**config.mk**
```make
export PLATFORM = sky130hd
export DESIGN_NAME = lsu_mem_access
export DESIGN_NICKNAME = d
export VERILOG_FILES = /design/src/rtl/lsu_mem_access_pkg.sv /design/src/rtl/lsu_lane_align.sv /design/src/rtl/lsu_mem_access.sv
export SDC_FILE = /design/constraint.sdc
export NUM_CORES = 1
export LEC_CHECK = 0
export CAP_MARGIN = 15
export CORE_MARGIN = 2
export CORE_UTILIZATION = 49
export DETAILED_ROUTE_END_ITERATION = 8
export GPL_ROUTABILITY_DRIVEN = 0
export PLACE_DENSITY = 0.87
export SETUP_SLACK_MARGIN = 0.02
export SLEW_MARGIN = 10
export SYNTH_ARGS = -nofsm -noshare
export SYNTH_HDL_FRONTEND = slang
export SYNTH_HIERARCHICAL = 1
export SYNTH_SLANG_ARGS = --single-unit
```
**constraint.sdc**
```tcl
create_clock -name clk -period 4.75 [get_ports clk]
set_input_delay 0.7125 -clock clk [delete_from_list [all_inputs] [get_ports clk]]
set_output_delay 0.7125 -clock clk [all_outputs]
set_load 0.05 [all_outputs]
```
**src/rtl/lsu_mem_access_pkg.sv**
```systemverilog
// Shared constants, opcode layout and helpers for the load/store unit and its lane aligner.
package lsu_mem_access_pkg;

  localparam int unsigned DATA_W = 32;
  localparam int unsigned STRB_W = DATA_W / 8;
  localparam int unsigned RD_W   = 5;

  localparam logic [2:0] MEM_DO_NOTHING = 3'b011;
  localparam logic [2:0] MEM_LB         = 3'b100;
  localparam logic [2:0] MEM_LH         = 3'b101;
  localparam logic [2:0] MEM_LW         = 3'b110;
  localparam logic [2:0] MEM_SB         = 3'b000;
  localparam logic [2:0] MEM_SH         = 3'b001;
  localparam logic [2:0] MEM_SW         = 3'b010;

  localparam logic [1:0] SIZE_B = 2'b00;
  localparam logic [1:0] SIZE_H = 2'b01;
  localparam logic [1:0] SIZE_W = 2'b10;

  localparam logic [1:0] LSU_IDLE = 2'd0;
  localparam logic [1:0] LSU_REQ  = 2'd1;
  localparam logic [1:0] LSU_WAIT = 2'd2;

  typedef struct packed {
    logic       is_load;
    logic [1:0] size;
  } mem_op_t;

  // Size 2'b11 is the no-op slot for stores and reserved for loads; both do nothing.
  function automatic logic is_mem_op(input mem_op_t op);
    return op.size != 2'b11;
  endfunction

  function automatic logic is_misaligned(input logic [1:0] size, input logic [1:0] addr_lo);
    return ((size == SIZE_H) && addr_lo[0]) || ((size == SIZE_W) && (addr_lo != 2'b00));
  endfunction

endpackage

```
**src/rtl/lsu_lane_align.sv**
```systemverilog
// Byte-lane formatting: store strobe/data replication and load lane extraction with extension.
module lsu_lane_align
  import lsu_mem_access_pkg::*;
(
  input  logic [1:0]        i_st_size,
  input  logic [1:0]        i_st_addr_lo,
  input  logic [DATA_W-1:0] i_st_wdata,
  output logic [STRB_W-1:0] o_st_wstrb_c,
  output logic [DATA_W-1:0] o_st_wdata_c,
  input  logic [1:0]        i_ld_size,
  input  logic              i_ld_unsigned,
  input  logic [1:0]        i_ld_addr_lo,
  input  logic [DATA_W-1:0] i_ld_rdata,
  output logic [DATA_W-1:0] o_ld_data_c
);

  logic [7:0]  w_byte;
  logic [15:0] w_half;

  always_comb begin
    o_st_wstrb_c = 4'b1111;
    o_st_wdata_c = i_st_wdata;
    case (i_st_size)
      SIZE_B: begin
        o_st_wstrb_c = 4'b0001 << i_st_addr_lo;
        o_st_wdata_c = {4{i_st_wdata[7:0]}};
      end
      SIZE_H: begin
        o_st_wstrb_c = i_st_addr_lo[1] ? 4'b1100 : 4'b0011;
        o_st_wdata_c = {2{i_st_wdata[15:0]}};
      end
      default: ;
    endcase
  end

  always_comb begin
    w_byte = i_ld_rdata[7:0];
    case (i_ld_addr_lo)
      2'd1:    w_byte = i_ld_rdata[15:8];
      2'd2:    w_byte = i_ld_rdata[23:16];
      2'd3:    w_byte = i_ld_rdata[31:24];
      default: w_byte = i_ld_rdata[7:0];
    endcase
  end

  assign w_half = i_ld_addr_lo[1] ? i_ld_rdata[31:16] : i_ld_rdata[15:0];

  // Word loads ignore the unsigned flag.
  always_comb begin
    o_ld_data_c = i_ld_rdata;
    case (i_ld_size)
      SIZE_B: o_ld_data_c = i_ld_unsigned ? {24'd0, w_byte} : {{24{w_byte[7]}}, w_byte};
      SIZE_H: o_ld_data_c = i_ld_unsigned ? {16'd0, w_half} : {{16{w_half[15]}}, w_half};
      default: ;
    endcase
  end

endmodule

```
**src/rtl/lsu_mem_access.sv**
```systemverilog
// Load/store unit: accepts one memory command per handshake and runs a single-beat bus transaction.
module lsu_mem_access
  import lsu_mem_access_pkg::*;
#(
  parameter int unsigned ADDR_W = 32
) (
  input  logic              clk,
  input  logic              rst_n,
  input  logic              req_valid,
  output logic              req_ready,
  input  logic [2:0]        mem_opcode,
  input  logic              mem_unsigned,
  input  logic [ADDR_W-1:0] addr,
  input  logic [DATA_W-1:0] wdata,
  input  logic [RD_W-1:0]   rd,
  output logic              bus_req,
  output logic              bus_we,
  output logic [ADDR_W-3:0] bus_addr,
  output logic [STRB_W-1:0] bus_wstrb,
  output logic [DATA_W-1:0] bus_wdata,
  input  logic              bus_gnt,
  input  logic              bus_rvalid,
  input  logic [DATA_W-1:0] bus_rdata,
  output logic              wb_valid,
  output logic [RD_W-1:0]   wb_rd,
  output logic [DATA_W-1:0] wb_data,
  output logic              st_done,
  output logic              misaligned
);

  mem_op_t             w_op;
  logic                w_accept;
  logic                w_noop;
  logic                w_misal;
  logic                w_start;
  logic [STRB_W-1:0]   w_st_wstrb;
  logic [DATA_W-1:0]   w_st_wdata;
  logic [DATA_W-1:0]   w_ld_data;
  logic [1:0]          w_state_nxt;

  logic [1:0]          r_state;
  logic                r_is_load;
  logic [1:0]          r_size;
  logic                r_unsigned;
  logic [1:0]          r_addr_lo;
  logic [RD_W-1:0]     r_rd;
  logic                r_bus_we;
  logic [ADDR_W-3:0]   r_bus_addr;
  logic [STRB_W-1:0]   r_bus_wstrb;
  logic [DATA_W-1:0]   r_bus_wdata;
  logic                r_wb_valid;
  logic [RD_W-1:0]     r_wb_rd;
  logic [DATA_W-1:0]   r_wb_data;
  logic                r_st_done;
  logic                r_misaligned;

  assign w_op     = mem_op_t'(mem_opcode);
  assign w_accept = req_valid & req_ready;
  assign w_noop   = !is_mem_op(w_op);
  assign w_misal  = is_misaligned(w_op.size, addr[1:0]);
  assign w_start  = w_accept & !w_noop & !w_misal;

  lsu_lane_align u_lane_align (
    .i_st_size     (w_op.size),
    .i_st_addr_lo  (addr[1:0]),
    .i_st_wdata    (wdata),
    .o_st_wstrb_c  (w_st_wstrb),
    .o_st_wdata_c  (w_st_wdata),
    .i_ld_size     (r_size),
    .i_ld_unsigned (r_unsigned),
    .i_ld_addr_lo  (r_addr_lo),
    .i_ld_rdata    (bus_rdata),
    .o_ld_data_c   (w_ld_data)
  );

  always_ff @(posedge clk or negedge rst_n) begin
    if (!rst_n) r_state <= LSU_IDLE;
    else        r_state <= w_state_nxt;
  end

  always_comb begin
    w_state_nxt = r_state;
    case (r_state)
      LSU_IDLE: if (w_start)    w_state_nxt = LSU_REQ;
      LSU_REQ:  if (bus_gnt)    w_state_nxt = r_is_load ? LSU_WAIT : LSU_IDLE;
      LSU_WAIT: if (bus_rvalid) w_state_nxt = LSU_IDLE;
      default:                  w_state_nxt = LSU_IDLE;
    endcase
  end

  // Request capture only happens in IDLE, so bus fields stay frozen through REQ until grant.
  always_ff @(posedge clk or negedge rst_n) begin
    if (!rst_n) begin
      r_is_load    <= 1'b0;
      r_size       <= 2'b00;
      r_unsigned   <= 1'b0;
      r_addr_lo    <= 2'b00;
      r_rd         <= '0;
      r_bus_we     <= 1'b0;
      r_bus_addr   <= '0;
      r_bus_wstrb  <= '0;
      r_bus_wdata  <= '0;
      r_wb_valid   <= 1'b0;
      r_wb_rd      <= '0;
      r_wb_data    <= '0;
      r_st_done    <= 1'b0;
      r_misaligned <= 1'b0;
    end else begin
      r_wb_valid   <= 1'b0;
      r_st_done    <= 1'b0;
      r_misaligned <= w_accept & !w_noop & w_misal;
      if (w_start) begin
        r_is_load   <= w_op.is_load;
        r_size      <= w_op.size;
        r_unsigned  <= mem_unsigned;
        r_addr_lo   <= addr[1:0];
        r_rd        <= rd;
        r_bus_we    <= !w_op.is_load;
        r_bus_addr  <= addr[ADDR_W-1:2];
        r_bus_wstrb <= w_op.is_load ? STRB_W'(0) : w_st_wstrb;
        r_bus_wdata <= w_st_wdata;
      end
      if ((r_state == LSU_REQ) && bus_gnt && !r_is_load) r_st_done <= 1'b1;
      if ((r_state == LSU_WAIT) && bus_rvalid) begin
        r_wb_valid <= 1'b1;
        r_wb_rd    <= r_rd;
        r_wb_data  <= w_ld_data;
      end
    end
  end

  assign req_ready  = (r_state == LSU_IDLE);
  assign bus_req    = (r_state == LSU_REQ);
  assign bus_we     = r_bus_we;
  assign bus_addr   = r_bus_addr;
  assign bus_wstrb  = r_bus_wstrb;
  assign bus_wdata  = r_bus_wdata;
  assign wb_valid   = r_wb_valid;
  assign wb_rd      = r_wb_rd;
  assign wb_data    = r_wb_data;
  assign st_done    = r_st_done;
  assign misaligned = r_misaligned;

endmodule

```
==> impl_metrics.xml <==
<?xml version="1.0" encoding="UTF-8"?>
<metrics>
  <group name="flow_run">
    <metric name="max_cap_violations" unit="">0</metric>
  </group>
  <group name="global_routing">
    <metric name="pin_count_of_the_biggest_net_entering_global_routing" unit="">62</metric>
    <metric name="via_count_of_the_first_global_routing_pass" unit="">5084</metric>
    <metric name="grt_first_pass_wirelength" unit="µm">27300</metric>
    <metric name="global_route.usage.total" unit="%">26.5</metric>
    <metric name="grt_overflow" unit="">0</metric>
    <metric name="grt_antenna_before_repair" unit="">0</metric>
  </group>
  <group name="cts">
    <metric name="clkLatencyLatePin" unit="ns">0.42</metric>
    <metric name="num_cts_buffers" unit="">17</metric>
    <metric name="cts_hold_buf" unit="">0</metric>
    <metric name="clkTransAtPathRegs" unit="ns">0.05</metric>
    <metric name="clock_tree.htree_level_count" unit="">4</metric>
    <metric name="post_cts.repair.setup_buffers" unit="">0</metric>
    <metric name="cts_max_path_buffers" unit="">2</metric>
    <metric name="cts.repair.resized" unit="">0</metric>
    <metric name="clock_tree.root_cell" unit="">sky130_fd_sc_hd__clkbuf_16</metric>
    <metric name="cts.sink_count" unit="">120</metric>
    <metric name="cts_tree" unit="">yes</metric>
  </group>
  <group name="logic_synthesis">
    <metric name="netlist_area" unit="mm²">0.00627</metric>
    <metric name="synthCells" unit="">546</metric>
    <metric name="synthDistinctLibCells" unit="">39</metric>
    <metric name="synth-edff-count" unit="">0</metric>
    <metric name="proportion_of_synthesized_chip_area_in_sequential_cells" unit="%">47.9</metric>
    <metric name="ys.flop_type" unit="">sky130_fd_sc_hd__dfrtp_1</metric>
    <metric name="post_synth.cell_area_avg" unit="µm²">11.5</metric>
    <metric name="yosysWarnings" unit="">6</metric>
    <metric name="syn_nets" unit="">656</metric>
    <metric name="ys_async_sr_fraction" unit="%">100</metric>
    <metric name="ys_seq_elements" unit="">120</metric>
  </group>
  <group name="setup_path">
    <metric name="cpPeakStageDelay" unit="ns">0.96</metric>
    <metric name="critical_path.cell_chain" unit="">clkdlybuf4s50_1 -&gt; nand2b_1 -&gt; o22ai_2 -&gt; nor2_4 -&gt; buf_12 -&gt; mux2_2</metric>
    <metric name="reg2reg_slack" unit="ns">2.44</metric>
    <metric name="data_arrival_critical_path" unit="ns">3.42</metric>
    <metric name="path_max_fanout" unit="">36</metric>
    <metric name="critical_path.endpoint_type" unit="">flip-flop</metric>
    <metric name="r2r_cells" unit="">5</metric>
    <metric name="worst_path_max_delay_cell" unit="">sky130_fd_sc_hd__clkdlybuf4s50_1</metric>
    <metric name="worstSetupPathType" unit="">primary input to flip-flop</metric>
    <metric name="regToRegEndpoint" unit="">bus_addr[12]</metric>
    <metric name="start_kind" unit="">primary input</metric>
    <metric name="critical_path_required" unit="ns">5.05</metric>
    <metric name="r2r-start" unit="">r_state[1]</metric>
  </group>
  <group name="power_and_ir_drop">
    <metric name="static_leak" unit="nW">4.05</metric>
    <metric name="ir_worst_vdd" unit="V">0.000591</metric>
    <metric name="powerDensity" unit="mW/mm²">779</metric>
  </group>
  <group name="layout">
    <metric name="layout-drive-gt1-share" unit="%">20.6</metric>
    <metric name="insertedDiodeCount" unit="">0</metric>
    <metric name="fillerInstances" unit="">835</metric>
    <metric name="flow.area_growth_from_synthesis" unit="%">45.1</metric>
    <metric name="post-route-util" unit="%">72.4</metric>
    <metric name="finish.net_count" unit="">855</metric>
  </group>
  <group name="timing">
    <metric name="grt_setup_unrepaired" unit="">false</metric>
    <metric name="final-hold-violation-count" unit="">0</metric>
    <metric name="clock_skew" unit="ns">0.00879</metric>
    <metric name="worst-slew-pin-transition" unit="ns">0.786</metric>
    <metric name="timing.setup.tns" unit="ns">0</metric>
    <metric name="period_minus_slack" unit="ns">3.12</metric>
    <metric name="finalSetupViolations" unit="">0</metric>
    <metric name="timing.final.crit_share" unit="%">65.7</metric>
    <metric name="slew_violations" unit="">0</metric>
    <metric name="final.hold.worst_slack" unit="ns">0.385</metric>
    <metric name="max-slew-margin-rel" unit="%">47.4</metric>
    <metric name="max_freq" unit="GHz">0.321</metric>
  </group>
  <group name="floorplanning">
    <metric name="design.portCount" unit="">219</metric>
    <metric name="row_count" unit="">41</metric>
    <metric name="area_of_the_die" unit="mm²">0.0137</metric>
    <metric name="die_w" unit="µm">117</metric>
    <metric name="floorplan.core_area" unit="mm²">0.0126</metric>
    <metric name="floorplan.die.height" unit="µm">117</metric>
    <metric name="starting_utilization_of_the_core_area" unit="%">49.9</metric>
  </group>
  <group name="worst_hold_path">
    <metric name="hp-class" unit="">primary input to asynchronous set/reset pin</metric>
  </group>
  <group name="routing">
    <metric name="final_ant_viol_nets" unit="">0</metric>
    <metric name="drt_initial_violations" unit="">587</metric>
    <metric name="post-route-drc-count" unit="">0</metric>
    <metric name="via_count" unit="">5071</metric>
    <metric name="detail_route.first_pass.iterations" unit="">7</metric>
    <metric name="routed_wirelength" unit="µm">17700</metric>
    <metric name="wire_per_inst" unit="µm">19.0</metric>
    <metric name="viasPerCell" unit="">5.45</metric>
  </group>
  <group name="outcome">
    <metric name="outcome" unit="">complete, no violations</metric>
  </group>
  <group name="placement">
    <metric name="port_buffers" unit="">218</metric>
    <metric name="post-dp-hpwl" unit="µm">12200</metric>
  </group>
</metrics>
metrics by stage:
| stage | std cells | setup slack, ns | power (mW) | instance area (µm²) |
|---|---|---|---|---|
| 4_1_cts | 929 | 1.64 | 7.10 | 9070 |
| 5_1_grt | 930 | 1.53 | 7.38 | 9100 |
| 3_3_place_gp | 897 | 1.34 | 5.50 | 8390 |
| 6_report | 930 | 1.63 | 7.09 | 9100 |
| 3_5_place_dp | 897 | 1.24 | 5.58 | 8390 |
| 2_1_floorplan | 546 | 2.83 | 4.40 | 6270 |
report_power, final:
group          internal, mW  switching [mW]
clock network          1.01           0.459
logic                  1.46            2.35
registers              1.48           0.321
total                  3.96            3.13
worst max-delay path: cells and delay by family:
family,cells,cell delay [ns]
buffers and inverters,2,1.29
AOI/OAI and AO/OA,1,0.18
muxes,1,0.37
and+or+nand+nor,2,0.84
layout by cell type (no fill, tap or decap), types with 2 or more instances in the layout:
cell / netlist / final
sky130_fd_sc_hd__mux4_2: 7 / 7
sky130_fd_sc_hd__o22ai_1: 7 / 7
sky130_fd_sc_hd__o41ai_1: 4 / 4
sky130_fd_sc_hd__a21o_1: 3 / 3
sky130_fd_sc_hd__mux2_4: 59 / 59
sky130_fd_sc_hd__dfrtp_1: 120 / 120
sky130_fd_sc_hd__clkinv_2: 0 / 2
sky130_fd_sc_hd__mux2_2: 32 / 32
sky130_fd_sc_hd__inv_1: 8 / 8
sky130_fd_sc_hd__o21ai_0: 13 / 13
sky130_fd_sc_hd__o221ai_1: 8 / 8
sky130_fd_sc_hd__nor2b_1: 19 / 19
sky130_fd_sc_hd__o211ai_1: 7 / 7
sky130_fd_sc_hd__nand2_1: 146 / 146
sky130_fd_sc_hd__o211ai_2: 10 / 10
sky130_fd_sc_hd__buf_12: 6 / 2
sky130_fd_sc_hd__clkbuf_1: 15 / 2
sky130_fd_sc_hd__clkdlybuf4s50_1: 0 / 217
sky130_fd_sc_hd__clkbuf_8: 0 / 6
sky130_fd_sc_hd__clkbuf_16: 0 / 17
sky130_fd_sc_hd__nand2b_1: 3 / 3
sky130_fd_sc_hd__nor2_4: 1 / 2
sky130_fd_sc_hd__buf_4: 8 / 9
sky130_fd_sc_hd__a211oi_1: 7 / 7
sky130_fd_sc_hd__o21bai_1: 2 / 2
sky130_fd_sc_hd__a21oi_1: 9 / 9
sky130_fd_sc_hd__mux2i_1: 9 / 9
sky130_fd_sc_hd__nor2_1: 11 / 11
sky130_fd_sc_hd__bufinv_16: 0 / 5
per-layer routing:
metal	global-route usage, %	vias up	share of wire, %
li1	-	2267	-
met4	8.71	0	1.8
met2	43.9	285	49
met1	32.3	2489	39
met5	0	-	0
met3	10.0	30	9.8
how the worst max path moves through the flow:
stage | from | to | slack (ns) | cells past startpoint
finish | mem_opcode[0] | bus_addr[12] | 1.63 | 6
global route | mem_opcode[0] | bus_addr[12] | 1.53 | 6
CTS | mem_opcode[0] | bus_addr[18] | 1.64 | 6
detailed placement | mem_opcode[0] | bus_addr[13] | 1.24 | 6
global placement | mem_opcode[0] | bus_addr[14] | 1.34 | 6
floorplan | r_state[0] | bus_req | 2.83 | 1
registers in the layout (all words and copies together) (netlist names), 2 cells and up:
signal     count
bus_addr      30
bus_wdata     32
bus_wstrb      4
r_addr_lo      2
r_rd           5
r_size         2
r_state        2
wb_data       32
wb_rd          5
cell usage after synthesis (8+ instances only):
cell type / instances / area share, %
sky130_fd_sc_hd__a21oi_1: 9 / 0.72
sky130_fd_sc_hd__buf_2: 9 / 0.72
sky130_fd_sc_hd__buf_4: 8 / 0.96
sky130_fd_sc_hd__clkbuf_1: 15 / 0.90
sky130_fd_sc_hd__dfrtp_1: 120 / 48
sky130_fd_sc_hd__inv_1: 8 / 0.48
sky130_fd_sc_hd__mux2_2: 32 / 5.7
sky130_fd_sc_hd__mux2_4: 59 / 14
sky130_fd_sc_hd__mux2i_1: 9 / 1.4
sky130_fd_sc_hd__nand2_1: 146 / 8.7
sky130_fd_sc_hd__nor2_1: 11 / 0.66
sky130_fd_sc_hd__nor2b_1: 19 / 1.9
sky130_fd_sc_hd__o211ai_2: 10 / 2.0
sky130_fd_sc_hd__o21ai_0: 13 / 1.0
sky130_fd_sc_hd__o221ai_1: 8 / 1.1
final cells by class:
type | count | area [µm²] | share of cell area, %
sequential | 120 | 3000 | 33.0
multi-input combinational | 369 | 2870 | 31.5
timing repair buffer | 229 | 2310 | 25.4
clock buffer | 25 | 515 | 5.67
tap | 172 | 215 | 2.37
clock inverter | 7 | 160 | 1.76
inverter | 8 | 30.0 | 0.330
logic make-up after synthesis:
kind of cell	count (synthesis)	share of synthesized area (%)
AND/OR/NAND/NOR	188	12.7
multiplexers	107	23.8
buffers and inverters	57	6.47
AO/OA/AOI/OAI	74	9.14
flip-flops	120	47.9
Power figures use the tool's default switching activity.
